## src/rtl/timing_capture_if.sv

```systemverilog
// Trigger/feedback inputs and measurement results of timing_capture, bundled as one port.
interface timing_capture_if #(
    parameter int _RAM_WIDTH = 32,
    parameter int _CNT_WIDTH = 16
);
    logic                  io_trigIn;
    logic                  io_fbIn;
    logic [_RAM_WIDTH-1:0] io_timingOut;
    logic                  io_fbCatchOut;
    logic                  io_timeoutOut;
    logic                  io_busy;
    logic [_CNT_WIDTH-1:0] io_catchCnt;

    modport master (
        output io_trigIn,
        output io_fbIn,
        input  io_timingOut,
        input  io_fbCatchOut,
        input  io_timeoutOut,
        input  io_busy,
        input  io_catchCnt
    );

    modport slave (
        input  io_trigIn,
        input  io_fbIn,
        output io_timingOut,
        output io_fbCatchOut,
        output io_timeoutOut,
        output io_busy,
        output io_catchCnt
    );
endinterface

```

## src/rtl/timing_capture.sv

```systemverilog
// Measures trigger-rise to feedback-rise latency in io_clk cycles for the statistics collector.
// Define TIMING_SYNC_COMP_EN to remove the 2-cycle synchronizer latency from captured values.
module timing_capture #(
    parameter int _RAM_WIDTH = 32,
    parameter int _TIMEOUT   = 1000,
    parameter int _CNT_WIDTH = 16
) (
    input  logic            io_clk,
    input  logic            io_rst,
    timing_capture_if.slave bus
);

    typedef enum logic {IDLE, RUN} state_t;

    // The run length carries one bit above the output width so compensation
    // can subtract from a saturated value without dropping below all-ones.
    localparam int               RUN_W       = _RAM_WIDTH + 1;
    localparam logic [RUN_W-1:0] RUN_MAX     = {RUN_W{1'b1}};
    localparam logic [RUN_W-1:0] OUT_MAX     = {1'b0, {_RAM_WIDTH{1'b1}}};
    localparam logic [RUN_W-1:0] MIN_RUN     = RUN_W'(3);
    localparam logic [63:0]      TIMEOUT_LIM = 64'(_TIMEOUT);
`ifdef TIMING_SYNC_COMP_EN
    localparam logic [RUN_W-1:0] SYNC_LAT    = RUN_W'(2);
`else
    localparam logic [RUN_W-1:0] SYNC_LAT    = '0;
`endif

    state_t                state;
    state_t                next_state;
    logic                  trig_q;
    logic                  fb_s1;
    logic                  fb_s2;
    logic                  fb_s3;
    logic [RUN_W-1:0]      run_len;
    logic [_RAM_WIDTH-1:0] timing_q;
    logic [_CNT_WIDTH-1:0] catch_cnt;
    logic                  catch_q;
    logic                  timeout_q;

    logic                  trig_edge;
    logic                  fb_edge;
    logic                  timeout_hit;
    logic                  start;
    logic                  capture;
    logic                  abort;
    logic [RUN_W-1:0]      lat;
    logic [_RAM_WIDTH-1:0] lat_sat;

    assign trig_edge   = bus.io_trigIn & ~trig_q;
    assign fb_edge     = fb_s2 & ~fb_s3;
    assign timeout_hit = (_TIMEOUT != 0) && (64'(run_len) == TIMEOUT_LIM);
    assign lat         = run_len - SYNC_LAT;
    assign lat_sat     = (lat > OUT_MAX) ? OUT_MAX[_RAM_WIDTH-1:0] : lat[_RAM_WIDTH-1:0];

    always_ff @(posedge io_clk or posedge io_rst) begin
        if (io_rst) begin
            state <= IDLE;
        end else begin
            state <= next_state;
        end
    end

    // Capture beats timeout on the same edge. A feedback rise first sampled at
    // or before the trigger edge reaches the edge detector while the run length
    // is still below 3, so it is not taken as the end of this measurement.
    always_comb begin
        next_state = state;
        start      = 1'b0;
        capture    = 1'b0;
        abort      = 1'b0;
        case (state)
            IDLE: begin
                if (trig_edge) begin
                    start      = 1'b1;
                    next_state = RUN;
                end
            end
            RUN: begin
                if (fb_edge && (run_len >= MIN_RUN)) begin
                    capture    = 1'b1;
                    next_state = IDLE;
                end else if (timeout_hit) begin
                    abort      = 1'b1;
                    next_state = IDLE;
                end
            end
            default: next_state = IDLE;
        endcase
    end

    always_ff @(posedge io_clk or posedge io_rst) begin
        if (io_rst) begin
            trig_q    <= 1'b0;
            fb_s1     <= 1'b0;
            fb_s2     <= 1'b0;
            fb_s3     <= 1'b0;
            run_len   <= '0;
            timing_q  <= '0;
            catch_cnt <= '0;
            catch_q   <= 1'b0;
            timeout_q <= 1'b0;
        end else begin
            trig_q    <= bus.io_trigIn;
            fb_s1     <= bus.io_fbIn;
            fb_s2     <= fb_s1;
            fb_s3     <= fb_s2;
            catch_q   <= capture;
            timeout_q <= abort;
            if (start) begin
                run_len <= RUN_W'(1);
            end else if ((state == RUN) && (run_len != RUN_MAX)) begin
                run_len <= run_len + RUN_W'(1);
            end
            if (capture) begin
                timing_q  <= lat_sat;
                catch_cnt <= catch_cnt + _CNT_WIDTH'(1);
            end
        end
    end

    assign bus.io_timingOut  = timing_q;
    assign bus.io_fbCatchOut = catch_q;
    assign bus.io_timeoutOut = timeout_q;
    assign bus.io_busy       = (state == RUN);
    assign bus.io_catchCnt   = catch_cnt;

endmodule

```

## src/flat_wrapper.sv

```systemverilog
// flat-port wrapper written by rule: the top's interface ports become plain ports
module timing_capture_flat 
#(
    parameter int _RAM_WIDTH = 32,
    parameter int _TIMEOUT   = 1000,
    parameter int _CNT_WIDTH = 16
)
  (io_clk, io_rst, bus_io_trigIn, bus_io_fbIn, bus_io_timingOut, bus_io_fbCatchOut, bus_io_timeoutOut, bus_io_busy, bus_io_catchCnt);
  timing_capture_if #(._RAM_WIDTH(_RAM_WIDTH), ._CNT_WIDTH(_CNT_WIDTH)) bus_i ();
  input  logic io_clk;
  input  logic io_rst;
  input wire logic [$bits(bus_i.io_trigIn)-1:0] bus_io_trigIn;
  input wire logic [$bits(bus_i.io_fbIn)-1:0] bus_io_fbIn;
  output wire logic [$bits(bus_i.io_timingOut)-1:0] bus_io_timingOut;
  output wire logic [$bits(bus_i.io_fbCatchOut)-1:0] bus_io_fbCatchOut;
  output wire logic [$bits(bus_i.io_timeoutOut)-1:0] bus_io_timeoutOut;
  output wire logic [$bits(bus_i.io_busy)-1:0] bus_io_busy;
  output wire logic [$bits(bus_i.io_catchCnt)-1:0] bus_io_catchCnt;
  assign bus_i.io_trigIn = bus_io_trigIn;
  assign bus_i.io_fbIn = bus_io_fbIn;
  assign bus_io_timingOut = bus_i.io_timingOut;
  assign bus_io_fbCatchOut = bus_i.io_fbCatchOut;
  assign bus_io_timeoutOut = bus_i.io_timeoutOut;
  assign bus_io_busy = bus_i.io_busy;
  assign bus_io_catchCnt = bus_i.io_catchCnt;
  timing_capture #(._RAM_WIDTH(_RAM_WIDTH), ._TIMEOUT(_TIMEOUT), ._CNT_WIDTH(_CNT_WIDTH)) u_core (.io_clk(io_clk), .io_rst(io_rst), .bus(bus_i));
endmodule
```

## config.mk

```make
export PLATFORM = sky130hd
export DESIGN_NAME = timing_capture_flat
export DESIGN_NICKNAME = d
export VERILOG_FILES = /design/src/rtl/timing_capture_if.sv /design/src/rtl/timing_capture.sv /design/src/flat_wrapper.sv
export SDC_FILE = /design/constraint.sdc
export NUM_CORES = 1
export LEC_CHECK = 0
export CORE_MARGIN = 8
export CORE_UTILIZATION = 55
export CTS_CLUSTER_DIAMETER = 80
export DETAILED_ROUTE_END_ITERATION = 16
export PLACE_DENSITY = 0.85
export SLEW_MARGIN = 20
export SYNTH_ARGS = -nofsm -noshare
export SYNTH_HDL_FRONTEND = slang
export SYNTH_SLANG_ARGS = --single-unit
```

## constraint.sdc

```tcl
create_clock -name io_clk -period 4.1 [get_ports io_clk]
set_input_delay 0.82 -clock io_clk [delete_from_list [all_inputs] [get_ports io_clk]]
set_output_delay 0.82 -clock io_clk [all_outputs]
set_load 0.005 [all_outputs]
```

Word level (Yosys, flattened, before mapping)
Cells that the tools add are included.
W data, S select, Z words.
Word-level totals
  input bits: 4
  word-level logic and storage cells: 37
  output and inout port bits: 51
  register bits after elaboration: 88
Cells by class
  mux-type cells: 13
  reduce and logical (&&, ||, !) cells: 3
  eq/ne operators: 2
  order comparisons: 2
  $add $sub $neg: 2
  bitwise gates (word level): 5
Operators by type and width (number)
  $mux W33: 2
  $add A33 B1 Y33 const B: 1
  $eq A33 B10 Y1 const B: 1
  $ge A33 B2 Y1 const B: 1
  $gt A33 B32 Y1 const B: 1
  $ne A33 B33 Y1 const B: 1
  $mux W32: 1
  $add A16 B1 Y16 const B: 1
  $mux W1: 9
  $not A1 Y1: 3
  $and A1 B1 Y1: 2
  $logic_and A1 B1 Y1: 2
  $pmux W1 S2: 1
  $reduce_bool A2 Y1: 1

Longest topological paths before layout
  depth in word-level cells: 5
  mapped depth: 12
  depth with buffers taken out: 9

Worst setup path after synthesis
OpenSTA, ideal clock, no wires.
  path kind: register to register
  start: reg u_core.run_len[14]
  end: reg u_core.run_len[31]
  slack: 1.492 ns
  arrival time: 2.488 ns
  library setup time: 0.120 ns
  cell stages (with the launch flop): 12
  cells stage by stage: dfrtp_1 buf_2 and4_1 clkbuf_1 nand4_1 nor4_1 ha_1 nand2b_1 or3_4 nor3_1 a21oi_1 a31o_2
Between the ends
  word-level cells in the longest chain between the ends: 3
  elaborated cells between the ends (all ways): 6
Ends and longest elaborated chain
  start, declared: RTL line timing_capture.sv:34  | logic [RUN_W-1:0] run_len;
  start signal, assigned: RTL line timing_capture.sv:112  | run_len <= run_len + RUN_W'(1);
  $add A33 B1 Y33 / $ne A33 B33 Y1 (equally long branches): RTL line timing_capture.sv:112, timing_capture.sv:111
  $mux W33 / $logic_and A1 B1 Y1 (equally long branches): RTL line timing_capture.sv:111  | end else if ((state == RUN) && (run_len != RUN_MAX)) begin
  $mux W33 / $reduce_bool A2 Y1 (equally long branches)
Several ways; a longest one is shown, not always the timed one. The select of a mux whose other input is x is not followed.
A chain may end at the register's enable or synchronous reset.

Final worst setup path
  start: reg u_core.run_len[8]
  end: reg u_core.run_len[30]
The elaborated chain is that of the path after synthesis.

==> run summary <==
status -> finished, final reports clean
post-route clock period utilization -> 0.752
RSZ-0062 raised after global routing -> false
top-count cell post-synth -> dfrtp_1
CP Capture Type -> flop
I/O Buffers -> 54
maximum number of pins on one net before global-route repair -> 69
CP Launch Type -> flop
via count -> 3186
Placed Cells incl. Taps -> 558
crit path cell chain -> and4_1 > nand3_1 > nor4_1 > ha_1 > nand3b_1 > nor4_2 > nand4_1 > nor2_1 > mux2i_1
Initial Util -> 0.566
hold buffers post-CTS -> 0
max-cap viol count -> 0
Antenna Nets Post-Route -> 0
met3 track demand over resource -> 0.0484
syn_nets -> 436
DRC Markers -> 0
clock sink count -> 88
routing usage on met1 -> 0.243
clock slew seen by the registers of the worst setup and hold paths -> 0.08 ns
Final min period -> 3.08 ns
Ys Warns -> 0
vias per inst -> 5.56
Clock Path Buffers -> 2
core area -> 7250 um^2
cell area after synthesis -> 4100 um^2
Post-CTS Setup Bufs -> 0
PostCTS Resize Cnt -> 0
dpl hpwl -> 6.31 mm
WL per Instance -> 15.6 um
hold_ws -> 0.353 ns
slowest CP cell -> nor4_2
worst path bufs/invs -> 0
# nets final -> 479
setup_tns -> 0 ns
first-pass GRT wire length -> 15.4 mm
die area -> 10500 um^2
FP Rows -> 31
HP Class -> reg2reg
H-tree levels -> 3
async set or reset register ratio after synthesis -> 1.00
total gr overflow -> 0
Top FF cell, synth -> dfrtp_1
pwr dens -> 567 nW/um^2
EDFF count, synth -> 0
GR peak layer -> met2
CP required -> 4.37 ns
Starting DRT DRC Count -> 157
Max Clock Freq -> 0.324 GHz
GR Layer Usage met2 -> 0.297
final cell count without fillers -> 573
initial antenna violation count -> 0
overall routed net length -> 8.93 mm
clk root buf -> clkbuf_8
Pre-Repair DR Iteration Count -> 5
mean post-synth cell area -> 9.61 um^2
Die H -> 102 um
Slew HR -> 0.496
Global Route Usage Sum -> 0.187
max-slew violations -> 0
Layout area overhead -> 18.6%
peak supply drop -> 0.313 mV
skew final -> 0.0106 ns
Clock Latency Late Sink -> 0.36 ns
total leakage power -> 2.14 nW
Ports -> 55
CP Class -> reg2reg
cell taking the most area after synthesis -> dfrtp_1
vias in the first global route -> 3128
Distinct cells, synth -> 39
CP delay by family, top -> simple AND/OR/NAND/NOR gates
n_diodes -> 0
crit path DAT -> 3.36 ns
Placer Congestion -> 0.882
synth top area cells -> dfrtp_1 54%, nor2_1 6.4%, xor2_1 5.8%, nand2_1 5.0%, nand4_1 2.9%
synth cell count leaders -> 88 x dfrtp_1, 70 x nor2_1, 55 x nand2_1
final hold vios -> 0
Post-Synthesis Cells -> 427
area share of the leading cell type in the synthesized netlist -> 0.537
register bit total from synthesis -> 88
worst slew pin tran -> 0.752 ns
CP peak stage delay -> 0.72 ns
TritonCTS clock tree -> yes
register area share after synthesis -> 0.537
endpoints failing setup -> 0
Die Width -> 102 um
CTS buffer count -> 9
Crit Path Max Fanout -> 11
fraction of layout cells with a size suffix above 1 -> 0.0591
## stage by stage
stage	area [um^2]	power, mW	util	setup WS (ns)
after floorplan	4100	1.73	-	1.00
after global placement	4670	2.17	0.644	1.26
after detailed placement	4670	2.20	0.644	1.07
after CTS	4860	2.79	0.670	1.05
after global routing	4870	2.96	0.671	0.772
final	4870	2.76	0.671	1.02
## cell usage in the layout, fill, tap and decap left out, types with 3 or more instances in the layout
| cell | instances |
|---|---|
| and3_1 | 7 |
| nor3_1 | 12 |
| and4_1 | 5 |
| nand4_1 | 19 |
| inv_1 | 6 |
| o21ai_0 | 17 |
| dfrtp_1 | 88 |
| nand3_1 | 16 |
| nor4_1 | 12 |
| nand2_1 | 55 |
| a21oi_1 | 3 |
| ha_1 | 5 |
| o21ai_1 | 19 |
| xnor2_1 | 12 |
| nor2_1 | 69 |
| xor2_1 | 27 |
| clkdlybuf4s50_1 | 54 |
| clkbuf_8 | 10 |
| buf_4 | 3 |
| nor4b_1 | 3 |
## registers in the layout, summed over array words and instances, names as in the netlist
name                      count
u_core.bus.io_busy            1
u_core.bus.io_catchCnt       16
u_core.run_len               33
u_core.trig_q                 1
u_core.fb_s1                  1
u_core.fb_s2                  1
u_core.bus.io_timingOut      32
u_core.bus.io_timeoutOut      1
u_core.fb_s3                  1
u_core.bus.io_fbCatchOut      1
## final timing paths
kind,from,end,slack (ns),cells past startpoint
worst max-delay path,u_core.run_len[8],u_core.run_len[30],1.02,9
worst min-delay path,u_core.fb_s1,u_core.fb_s2,0.35,0
worst max register to register,u_core.run_len[8],u_core.run_len[30],1.02,9
worst min register to register,u_core.fb_s1,u_core.fb_s2,0.35,0
max in group asynchronous,io_rst,u_core.run_len[31],2.56,3
min in group asynchronous,io_rst,u_core.bus.io_timingOut[7],0.87,2
## cell type report
class	count	area, um^2
clock buffers	12	145
clock inverters	3	42.5
fillers	570	2390
inverters	7	27.5
multi-input cells	306	1740
flip-flops and latches	88	2200
well taps	99	124
repair buffers	58	583
## metal layers
layer  share of wire  wire (um)
met1            0.44       3960
met2            0.48       4300
met5               0          0
met4           0.017        150
met3           0.058        519
## power by group
group	switching, mW	internal [mW]
combinational	0.474	0.468
sequential	0.166	1.06
clock	0.297	0.295
total	0.936	1.82
## worst register-to-register path, cell delays in order, from the launching register on
cell,delay [ns]
dfrtp_1,0.45
and4_1,0.24
nand3_1,0.32
nor4_1,0.16
ha_1,0.24
nand3b_1,0.24
nor4_2,0.72
nand4_1,0.24
nor2_1,0.19
mux2i_1,0.22
## cell families (layout without fill, tap and decap cells)
group | count (synthesis) | after routing | synth area share
AND/OR/NAND/NOR | 215 | 215 | 0.253
AO/OA/AOI/OAI | 44 | 44 | 0.0619
multiplexers | 3 | 3 | 0.00762
XOR/XNOR | 39 | 39 | 0.0833
adder cells (fa/ha/maj) | 5 | 5 | 0.0152
buffers and inverters | 33 | 80 | 0.0421
flip-flops | 88 | 88 | 0.537
Note: power is estimated with default switching activity, not from simulation.
